===== src/rtl/wb_host_master.sv =====
// wb_host_master: Wishbone classic single-transfer initiator.
// A valid/ready command becomes one cyc/stb bus transaction, and the
// result comes back on a valid/ready response channel. Only one
// transaction is in flight at a time.
//
// Optional feature macro: WB_HOST_TIMEOUT_EN
//   defined   - a saturating 16-bit counter ends a BUS phase that receives
//               no ack within TIMEOUT_CYCLES cycles. The response then has
//               rsp_err=1 and rsp_dat=0.
//   undefined - BUS waits for ack indefinitely, rsp_err is tied low and
//               TIMEOUT_CYCLES has no effect.
module wb_host_master #(
  parameter int AW             = 32,
  parameter int DW             = 32,
  parameter int TIMEOUT_CYCLES = 255
) (
  input  logic            wb_clk_i,
  input  logic            wb_rst_i,
  // command channel
  input  logic            cmd_valid,
  output logic            cmd_ready,
  input  logic            cmd_we,
  input  logic [AW-1:0]   cmd_adr,
  input  logic [DW-1:0]   cmd_dat,
  input  logic [DW/8-1:0] cmd_sel,
  // response channel
  output logic            rsp_valid,
  input  logic            rsp_ready,
  output logic [DW-1:0]   rsp_dat,
  output logic            rsp_err,
  output logic            busy,
  // wishbone initiator port
  output logic            wbm_cyc_o,
  output logic            wbm_stb_o,
  output logic            wbm_we_o,
  output logic [AW-1:0]   wbm_adr_o,
  output logic [DW-1:0]   wbm_dat_o,
  output logic [DW/8-1:0] wbm_sel_o,
  input  logic [DW-1:0]   wbm_dat_i,
  input  logic            wbm_ack_i
);

  typedef enum logic [1:0] {
    IDLE = 2'd0,
    BUS  = 2'd1,
    RESP = 2'd2
  } state_t;

  state_t state;

  // Handshake and status flags come straight from the state register.
  assign cmd_ready = (state == IDLE);
  assign busy      = (state != IDLE);

`ifdef WB_HOST_TIMEOUT_EN
  // Counter value on the last ack-less BUS edge allowed before giving up.
  localparam logic [15:0] TO_LAST = 16'(TIMEOUT_CYCLES - 1);

  logic [15:0] to_cnt;

  // The counter stops at its maximum so that it never wraps back to a
  // value that could trigger the timeout comparison a second time.
  function automatic logic [15:0] sat_inc(input logic [15:0] v);
    return (v == 16'hFFFF) ? v : v + 16'd1;
  endfunction

  wire timeout_hit = (to_cnt == TO_LAST);

  // Count the BUS cycles that pass without an ack. The counter clears on
  // each command acceptance.
  always_ff @(posedge wb_clk_i or posedge wb_rst_i) begin
    if (wb_rst_i) begin
      to_cnt <= '0;
    end else if (state == IDLE) begin
      if (cmd_valid) to_cnt <= '0;
    end else if (state == BUS && !wbm_ack_i) begin
      to_cnt <= sat_inc(to_cnt);
    end
  end
`else
  // No timeout path exists in this build, so the error flag stays low.
  localparam int unused_timeout_cycles = TIMEOUT_CYCLES;
  assign rsp_err = 1'b0;
`endif

  // Main control FSM. It drives every registered bus and response output.
  always_ff @(posedge wb_clk_i or posedge wb_rst_i) begin
    if (wb_rst_i) begin
      state     <= IDLE;
      wbm_cyc_o <= 1'b0;
      wbm_stb_o <= 1'b0;
      wbm_we_o  <= 1'b0;
      wbm_adr_o <= '0;
      wbm_dat_o <= '0;
      wbm_sel_o <= '0;
      rsp_valid <= 1'b0;
      rsp_dat   <= '0;
`ifdef WB_HOST_TIMEOUT_EN
      rsp_err   <= 1'b0;
`endif
    end else begin
      case (state)
        IDLE: begin
          // cmd_ready is high in IDLE, so cmd_valid alone completes the handshake.
          if (cmd_valid) begin
            wbm_we_o  <= cmd_we;
            wbm_adr_o <= cmd_adr;
            wbm_dat_o <= cmd_dat;
            wbm_sel_o <= cmd_sel;
            wbm_cyc_o <= 1'b1;
            wbm_stb_o <= 1'b1;
            state     <= BUS;
          end
        end
        BUS: begin
          // An ack takes priority over a timeout that falls in the same cycle.
          if (wbm_ack_i) begin
            wbm_cyc_o <= 1'b0;
            wbm_stb_o <= 1'b0;
            wbm_we_o  <= 1'b0;
            rsp_dat   <= wbm_we_o ? '0 : wbm_dat_i;
            rsp_valid <= 1'b1;
`ifdef WB_HOST_TIMEOUT_EN
            rsp_err   <= 1'b0;
`endif
            state     <= RESP;
          end
`ifdef WB_HOST_TIMEOUT_EN
          else if (timeout_hit) begin
            wbm_cyc_o <= 1'b0;
            wbm_stb_o <= 1'b0;
            wbm_we_o  <= 1'b0;
            rsp_dat   <= '0;
            rsp_valid <= 1'b1;
            rsp_err   <= 1'b1;
            state     <= RESP;
          end
`endif
        end
        RESP: begin
          // The response stays held until it is consumed. A stray ack here has no effect.
          if (rsp_ready) begin
            rsp_valid <= 1'b0;
            state     <= IDLE;
          end
        end
        default: begin
          wbm_cyc_o <= 1'b0;
          wbm_stb_o <= 1'b0;
          rsp_valid <= 1'b0;
          state     <= IDLE;
        end
      endcase
    end
  end

endmodule

===== config.mk =====
export PLATFORM = sky130hd
export DESIGN_NAME = wb_host_master
export DESIGN_NICKNAME = d
export VERILOG_FILES = /design/src/rtl/wb_host_master.sv
export SDC_FILE = /design/constraint.sdc
export NUM_CORES = 1
export LEC_CHECK = 0
export CORE_MARGIN = 1
export CORE_UTILIZATION = 55
export CTS_CLUSTER_DIAMETER = 80
export CTS_CLUSTER_SIZE = 40
export DETAILED_ROUTE_END_ITERATION = 6
export DONT_BUFFER_PORTS = 1
export HOLD_SLACK_MARGIN = 0.08
export PLACE_DENSITY = 0.7
export SLEW_MARGIN = 40
export SYNTH_ARGS = -nofsm -noshare
export SYNTH_HDL_FRONTEND = slang
export SYNTH_SLANG_ARGS = --single-unit

===== constraint.sdc =====
create_clock -name wb_clk_i -period 4.3 [get_ports wb_clk_i]
set_input_delay 0.86 -clock wb_clk_i [delete_from_list [all_inputs] [get_ports wb_clk_i]]
set_output_delay 0.86 -clock wb_clk_i [all_outputs]
set_load 0.01 [all_outputs]

==> results_dict.tcl <==
set metrics [dict create \
    status "finished clean" \
    critPathLaunchType "register" \
    nFillCells 608 \
    drt_iter0_drc 51 \
    finalCritPeriodShare_pct 47.5 \
    cts_tree "done" \
    track_usage_pct 18.7 \
    syn_area_per_cell_um2 13.4 \
    route.detailed.drc 0 \
    critPathMaxStageDelay_ns 0.56 \
    ctsHoldBuffers 0 \
    use_met3_pct 10.2 \
    p_seq_share_pct 57.0 \
    path_cells "nor2_2 > and2_4 > buf_12 > mux2_2" \
    syn_area_um2 4190 \
    wl_per_cell_um 18.8 \
    wl_um 7780 \
    grt_antenna_before_repair 0 \
    yosys_warnings 0 \
    grt_max_degree 79 \
    htree_levels 3 \
    pre_cts_slack_ns 2.06 \
    cts-buffers-inserted 9 \
    die_area_um2 7960 \
    internal_power_mw 2.33 \
    switchingPower_mw 1.28 \
    avgViaCountPerCell 5.44 \
    ys_ff_latch 105 \
    gp_congestion 0.780 \
    clock-root-buffer "clkbuf_8" \
    path_max_fanout 36 \
    fmax_mhz 490 \
    area_delta_synth_final_pct 6.52 \
    rsz0062_at_grt "no" \
    post-cts-setup-buffer-count 0 \
    diodes 0 \
    nets 415 \
    swShare_pct 35.4 \
    power_frac_clock_pct 17.7 \
    finalSetupViolCount 0 \
    setup_ws_ns 2.26 \
    gr-total-overflow 0 \
    min_period_ns 2.04 \
    arrival_ns 2.28 \
    ant_nets 0 \
    netlist_instances 313 \
    die_width_um 89.2 \
    drive_above_1_share_pct 28.7 \
    grt_pass1_wl_um 10900 \
    drv_cap 0 \
    die_h_um 89.2 \
    vias 2246 \
    worstMarginPinSlew_ns 0.677 \
    io_pins 213 \
    power.leakage_nw 1.99 \
    gr-max-usage-layer "met2" \
    cp_slowest_cell "and2_4" \
    clockBufferDepth 2 \
    clk_pin_slew_worst_paths_ns 0.10 \
    slew_headroom_pct 54.9 \
    fp-row-count 31 \
    slew_viol_final 0 \
    gr-usage-met1_pct 21.2 \
    hold_viol_final 0 \
    yosysSeqAreaShare_pct 62.8 \
    final.setup.tns_ns 0 \
    power_frac_comb_pct 25.3 \
    clkLatencyLatePin_ns 0.35 \
    dp_hpwl_um 5740 \
    core_area_um2 7290 \
    hold_class "input pin to asynchronous set/reset pin" \
    cp.required_ns 4.53 \
    power.density_nw_per_um2 809 \
    peakVddDrop_v 0.000346 \
    start_util_pct 57.4 \
    critical_path_class "register to register" \
    critPathCaptureType "register" \
    clock_sinks 105 \
    synth_nets 419 \
    post_cts_resized 0 \
    grt_use_met2_pct 29.8 \
    grt_pass1_vias 2180 \
    drtPass1Iterations 4 \
    skew_ns 0.0124 \
    io_buffers 0 \
    yosysUniqueCellTypes 20 \
    worst_r2r_path_depth 4 \
]
-- flip-flops by register name, summed over array words and instances, names as in the netlist --
signal     count
wbm_we_o       1
rsp_dat       32
wbm_sel_o      4
rsp_valid      1
state          2
wbm_stb_o      1
wbm_dat_o     32
wbm_adr_o     32
-- stage by stage --
stage	cell area [um^2]	std cells	hold WS, ns	power [mW]	utilization, %
2_1_floorplan	4190	313	0.499	2.78	-
3_3_place_gp	4220	395	0.533	2.95	57.8
3_5_place_dp	4240	396	0.540	3.01	58.1
4_1_cts	4450	412	0.490	3.65	61.0
5_1_grt	4460	413	0.498	3.83	61.1
6_report	4460	413	0.442	3.60	61.1
-- power by group through the flow --
stage	clock network, mW	logic (mW)	registers (mW)
2_1_floorplan	0	0.834	1.95
3_3_place_gp	0	0.874	2.07
3_5_place_dp	0	0.930	2.08
4_1_cts	0.655	0.928	2.06
5_1_grt	0.689	1.02	2.12
6_report	0.639	0.912	2.05
-- metal layers --
metal / vias up / wire length [um]
li1: 1026 / -
met1: 1085 / 2820
met2: 126 / 3770
met3: 9 / 1080
met4: 0 / 109
met5: - / 0
-- cells in the final DEF (no fill, tap or decap) --
cell type	instances
dfrtp_1	105
o21ai_0	34
clkbuf_1	2
o22ai_1	1
buf_12	1
bufinv_16	2
clkinvlp_4	2
nor2_1	4
nor2b_1	2
nor2_2	1
conb_1	1
nand2_1	36
nand2b_1	32
clkbuf_8	9
a21oi_1	2
clkinv_2	1
inv_6	1
and2_4	1
a32oi_1	1
buf_4	4
mux2_4	20
nand3b_1	1
inv_1	3
mux2_2	48
-- path summary, 6_finish.rpt --
check                            start            end  slack, ns
setup / recovery              state[1]   wbm_sel_o[2]       2.26
hold / removal                wb_rst_i  wbm_dat_o[27]       0.44
setup reg to reg              state[1]   wbm_sel_o[2]       2.26
hold reg to reg            rsp_dat[27]    rsp_dat[27]       0.56
max in group asynchronous     wb_rst_i   wbm_adr_o[1]       2.99
min in group wb_clk_i      rsp_dat[27]    rsp_dat[27]       0.56
-- critical path, delay by kind of cell (launching register included) --
kind | cells | cell delay (ns)
and+or+nand+nor | 2 | 0.81
DFF | 1 | 0.46
muxes | 1 | 0.36
buffers and inverters | 1 | 0.27
-- synthesized netlist by cell type, drive strengths merged --
master,number,area share (%)
clkbuf,10,0.90
nor2b,2,0.30
nor2,5,0.51
nand2,36,3.2
dfrtp,105,63
mux2,68,20
inv,4,0.36
a21oi,2,0.24
o21ai,34,4.1
and2,1,0.21
conb,1,0.090
a32oi,1,0.21
buf,10,1.9
nand2b,32,4.8
nand3b,1,0.18
o22ai,1,0.15
-- cell type report --
| cell class | count | area, um^2 | area share [%] |
|---|---|---|---|
| repair buffers | 5 | 50.0 | 1.12 |
| multi-input cells | 184 | 1430 | 32.0 |
| clock inverters | 5 | 80.1 | 1.80 |
| inverters | 4 | 20.0 | 0.449 |
| well taps | 99 | 124 | 2.78 |
| flip-flops and latches | 105 | 2630 | 58.9 |
| clock buffers | 11 | 131 | 2.95 |
-- logic make-up (layout without fill, tap and decap cells) --
kind of cell	count (synthesis)	count (layout)	synth area share, %
buffers and inverters	24	25	3.17
AO/OA/AOI/OAI	38	38	4.66
multiplexers	68	68	20.1
flip-flops	105	105	62.8
other	1	1	0.0896
AND/OR/NAND/NOR	77	77	9.21
Note: power is estimated with default switching activity, not from simulation.
==> patch 1 (same flow settings) <==
The 3 states of `state_t` get a one-hot encoding in 3 bits.
--- a/src/rtl/wb_host_master.sv
+++ b/src/rtl/wb_host_master.sv
@@ -41,8 +41,8 @@
 );
 
-  typedef enum logic [1:0] {
-    IDLE = 2'd0,
-    BUS  = 2'd1,
-    RESP = 2'd2
+  typedef enum logic [2:0] {
+    IDLE = 3'b001,
+    BUS  = 3'b010,
+    RESP = 3'b100
   } state_t;
 
Function: no difference found for any inputs over 4 cycles, from zero or initial values and one cycle with wb_rst_i high; so few cycles prove little.
==> patch 1 against the original RTL <==
Synthesized area grew 9.3%. Via count grew 3.7%. Register-to-register slack gained 0.22 ns. Design area grew 6.1%. Sequential cell count grew 1. Critical path type is now reg -> out. Routed wire length grew 9.2%. Count of clock-buffer cells in the layout shrank 1. Setup slack lost 0.32 ns. Power grew 9.1%.
==> patch 1: results (changes against the original RTL) <==
----------------------------------------------------
[Outcome]
  Status ... complete, no violations

[Place]
  Total cell area at the placement stage ... 4530 sq um (+6.9%)
  Post-placement setup slack ... 2.21 ns (+0.149 ns)

[Drt]
  DRT iter0 DRCs ... 82 (+61%)
  Met1 Routed Length ... 3.29 mm (+17%)
  Detail Route met2 WL ... 4.27 mm (+13%)
  Number of vias per cell ... 5.49 (+1.0%)
  Met3 routed wirelength ... 798 um (-26%)

[Cells and area]
  Flip-flop and latch share of the layout cell area ... 56.1% (-2.8 points)
  Share of final-layout standard cells stronger than drive strength 1 ... 29.5% (+0.84 points)
  Util after Layout ... 60.0% (-1.2 points)
  Nets ... 423 (+1.9%)
  Clkbuf count ... 10 (-1)
  ClkCell Share ... 4.13% (-0.62 points)
  Multi-input gates ... 192 (+4.3%)
  Total of fill cells in the finished design ... 607 (-0.16%)

[Global route]
  Global-route wire length before repair ... 12.4 mm (+14%)
  Gr usage total ... 19.1% (+0.42 points)
  Maximum number of pins on one net before global-route repair ... 68 (-14%)

[Critical path]
  Reg-to-reg endpoint ... wbm_adr_o[0]$_DFFE_PP0P_
  Library cell contributing the largest single delay on the critical path ... sky130_fd_sc_hd__dfstp_2
  Number of cells traversed by the worst register-to-register path ... 3 (-1)
  Crit path to ... busy
  Largest stage delay on the critical path ... 0.63 ns (+0.07 ns)

[STA]
  Worst hold margin ... 0.409 ns (-0.0338 ns)
  Minimum clock period after layout ... 2.37 ns (+0.323 ns)
  Relative slew slack ... 60.6% (+5.7 points)
  Worst-case clock skew ... 0.0115 ns (-0.000819 ns)

[Logic synthesis]
  Total nets after synthesis ... 429 (+2.4%)
  Register area share after synthesis ... 58.0% (-4.8 points)
  Post-synthesis register bit count ... 106 (+0.95%)
  List of most frequent post-synthesis cells ... sky130_fd_sc_hd__dfrtp_1 (105), sky130_fd_sc_hd__mux2_4 (68), sky130_fd_sc_hd__nand2_1 (36), sky130_fd_sc_hd__nand2b_1 (34), sky130_fd_sc_hd__o21ai_0 (28)
  Average footprint of a synthesized cell ... 14.2 sq um (+5.9%)
  Cell types with the largest area share after synthesis ... sky130_fd_sc_hd__dfrtp_1 (57%), sky130_fd_sc_hd__mux2_4 (22%), sky130_fd_sc_hd__nand2b_1 (4.6%), sky130_fd_sc_hd__buf_12 (3.1%), sky130_fd_sc_hd__o21ai_0 (3.1%)

[Pwr]
  Worst ir drop on vdd ... 334 uV (-3.5%)

----------------------------------------------------
## patch 1: cell types whose count changed after synthesis, sizes merged, moves of 2 or more
cell,delta
buf,+7
clkbuf,-5
nand2b,+2
nor4bb,+2
o21ai,+2
## patch 1: cells by family after synthesis
logic type             share of synthesized area, %
other                                        0.0820
AND/OR/NAND/NOR                                9.49
buffers and inverters                          5.22
AO/OA/AOI/OAI                                  4.87
flip-flops                                     58.0
multiplexers                                   22.3
## patch 1: report_power, final
group,internal [uW],switching [uW]
clock network,240,351
registers,1510,686
logic,746,400
total,2500,1440
## patch 1: routing by layer
layer | track usage, % | vias to the layer above
met5 | 0 | -
met4 | 9.74 | 0
met3 | 6.91 | 8
met2 | 30.5 | 126
met1 | 22.9 | 1133
li1 | - | 1062
## patch 1: worst register-to-register path, stage by stage (launching register included)
cell                       delay [ns]
sky130_fd_sc_hd__dfstp_2         0.63
sky130_fd_sc_hd__nor4bb_4        0.33
sky130_fd_sc_hd__buf_12          0.36
sky130_fd_sc_hd__mux2_4          0.38
==> patch 2 (same settings) <==
Made on the original files. The parameter `DW` goes from 32 to 64.
--- a/src/rtl/wb_host_master.sv
+++ b/src/rtl/wb_host_master.sv
@@ -12,5 +12,5 @@
 module wb_host_master #(
   parameter int AW             = 32,
-  parameter int DW             = 32,
+  parameter int DW             = 64,
   parameter int TIMEOUT_CYCLES = 255
 ) (
Ports: changed (6 resized); port bits go from 213 to 349. The function was not compared with the original's and may differ.
==> patch 2 against the original RTL <==
Count of clock-buffer cells in the layout grew 14. Routed wire length rose by 100%. Die area up 66%. Hold slack worse by 0.11 ns. Combinational power increased by 77%. Power grew 80%. Design area rose by 72%. Synthesized area rose by 68%. Global-route usage grew 4.9 points. Setup slack got worse by 0.16 ns. Sequential cell count grew 68. Utilization increased by 1.4 points. Sequential share of layout area fell by 2.5 points. Largest cell class unchanged.
==> patch 2: results (changes against the original RTL) <==
----------------------------------------------------
[Critical path]
  Crit path to ... busy
  Arrival time worst endpoint ... 1.34 ns (-0.94 ns)
  Reg-to-reg endpoint ... wbm_dat_o[49]$_DFFE_PP0P_
  Largest fanout on the critical path ... 8 (-78%)
  Critical path start-end classification ... reg -> out
  Worst setup slack for register-to-register paths ... 2.19 ns (-0.07 ns)

[Clock network]
  Latest clock arrival within the worst-skew pair ... 0.42 ns (+0.07 ns)
  TritonCTS buffer count ... 17 (+8)

[Place]
  Post-placement setup slack ... 2.22 ns (+0.156 ns)
  Dpl cells ... 667 (+68%)
  HPWL after detailed placement ... 11.1 mm (+94%)
  Weighted congestion at the end of routability-driven global placement ... 0.745 (-4.4%)

[STA]
  Relative slew slack ... 52.1% (-2.8 points)
  Worst hold margin ... 0.332 ns (-0.110 ns)

[Logic synthesis]
  Cell types with the largest area share after synthesis ... sky130_fd_sc_hd__dfrtp_1 (62%), sky130_fd_sc_hd__mux2_4 (13%), sky130_fd_sc_hd__mux2_2 (7.0%), sky130_fd_sc_hd__nand2b_1 (5.7%), sky130_fd_sc_hd__o21ai_0 (4.7%)
  List of most frequent post-synthesis cells ... sky130_fd_sc_hd__dfrtp_1 (173), sky130_fd_sc_hd__nand2_1 (68), sky130_fd_sc_hd__o21ai_0 (66), sky130_fd_sc_hd__nand2b_1 (64), sky130_fd_sc_hd__mux2_4 (60)
  Register area share after synthesis ... 61.5% (-1.2 points)
  Complex-gate fraction of the synthesized area ... 5.05% (+0.39 points)
  Post-synth cell types ... 23 (+15%)
  Total nets after synthesis ... 702 (+68%)

[Outcome]
  Status ... complete, no violations

[Cells and area]
  Largest registers ... rsp_dat (64), wbm_dat_o (64), wbm_adr_o (32)
  Total of fill cells in the finished design ... 913 (+50%)
  Share of final-layout standard cells stronger than drive strength 1 ... 26.4% (-2.3 points)
  Nets ... 692 (+67%)

[Pwr]
  Worst ir drop on vdd ... 462 uV (+34%)
  Leak ... 0.00350 uW (+76%)
  Internal cell power ... 4190 uW (+80%)
  Relative contribution of combinational cells to total power ... 24.8% (-0.5 points)

[Drt]
  Met3 routed wirelength ... 1.78 mm (+64%)
  Via count ... 3815 (+70%)
  Detail Route met2 WL ... 8.04 mm (+110%)
  Number of vias per cell ... 5.45 (+0.22%)

[Global route]
  Global-route wire length before repair ... 22.7 mm (+110%)
  Number of global-route vias before repair ... 3880 (+78%)
  Gr usage total ... 23.6% (+4.9 points)
  GRT met1 Usage ... 25.6% (+4.4 points)
  Antenna violations before repair ... 1 (+1)

----------------------------------------------------
patch 2: cell types whose count changed in the layout (fill, tap and decap cells not counted), sizes merged, moves of 4 or more:
cell    delta
dfrtp     +68
mux2      +36
nand2     +32
nand2b    +32
o21ai     +32
clkbuf    +14
clkinv     +4
patch 2: area by class of cell:
type	instances	area, sq um	share of cell area (%)
timing repair buffer	6	95.1	1.24
tap	168	210	2.74
sequential	173	4330	56.5
antenna	1	2.50	0.0326
clock buffer	25	485	6.33
clock inverter	7	62.6	0.816
inverter	4	18.8	0.245
multi-input combinational	316	2460	32.1
patch 2: critical path: stages (launching register included):
cell                      delay, ns
sky130_fd_sc_hd__dfrtp_1       0.48
sky130_fd_sc_hd__nor2_2        0.31
sky130_fd_sc_hd__inv_1         0.14
patch 2: cell families (layout without fill, tap and decap cells):
logic type | Yosys count | count (layout)
and+or+nand+nor | 141 | 141
other | 1 | 2
buffers and inverters | 39 | 42
DFF | 173 | 173
AOI/OAI and AO/OA | 70 | 70
muxes | 104 | 104
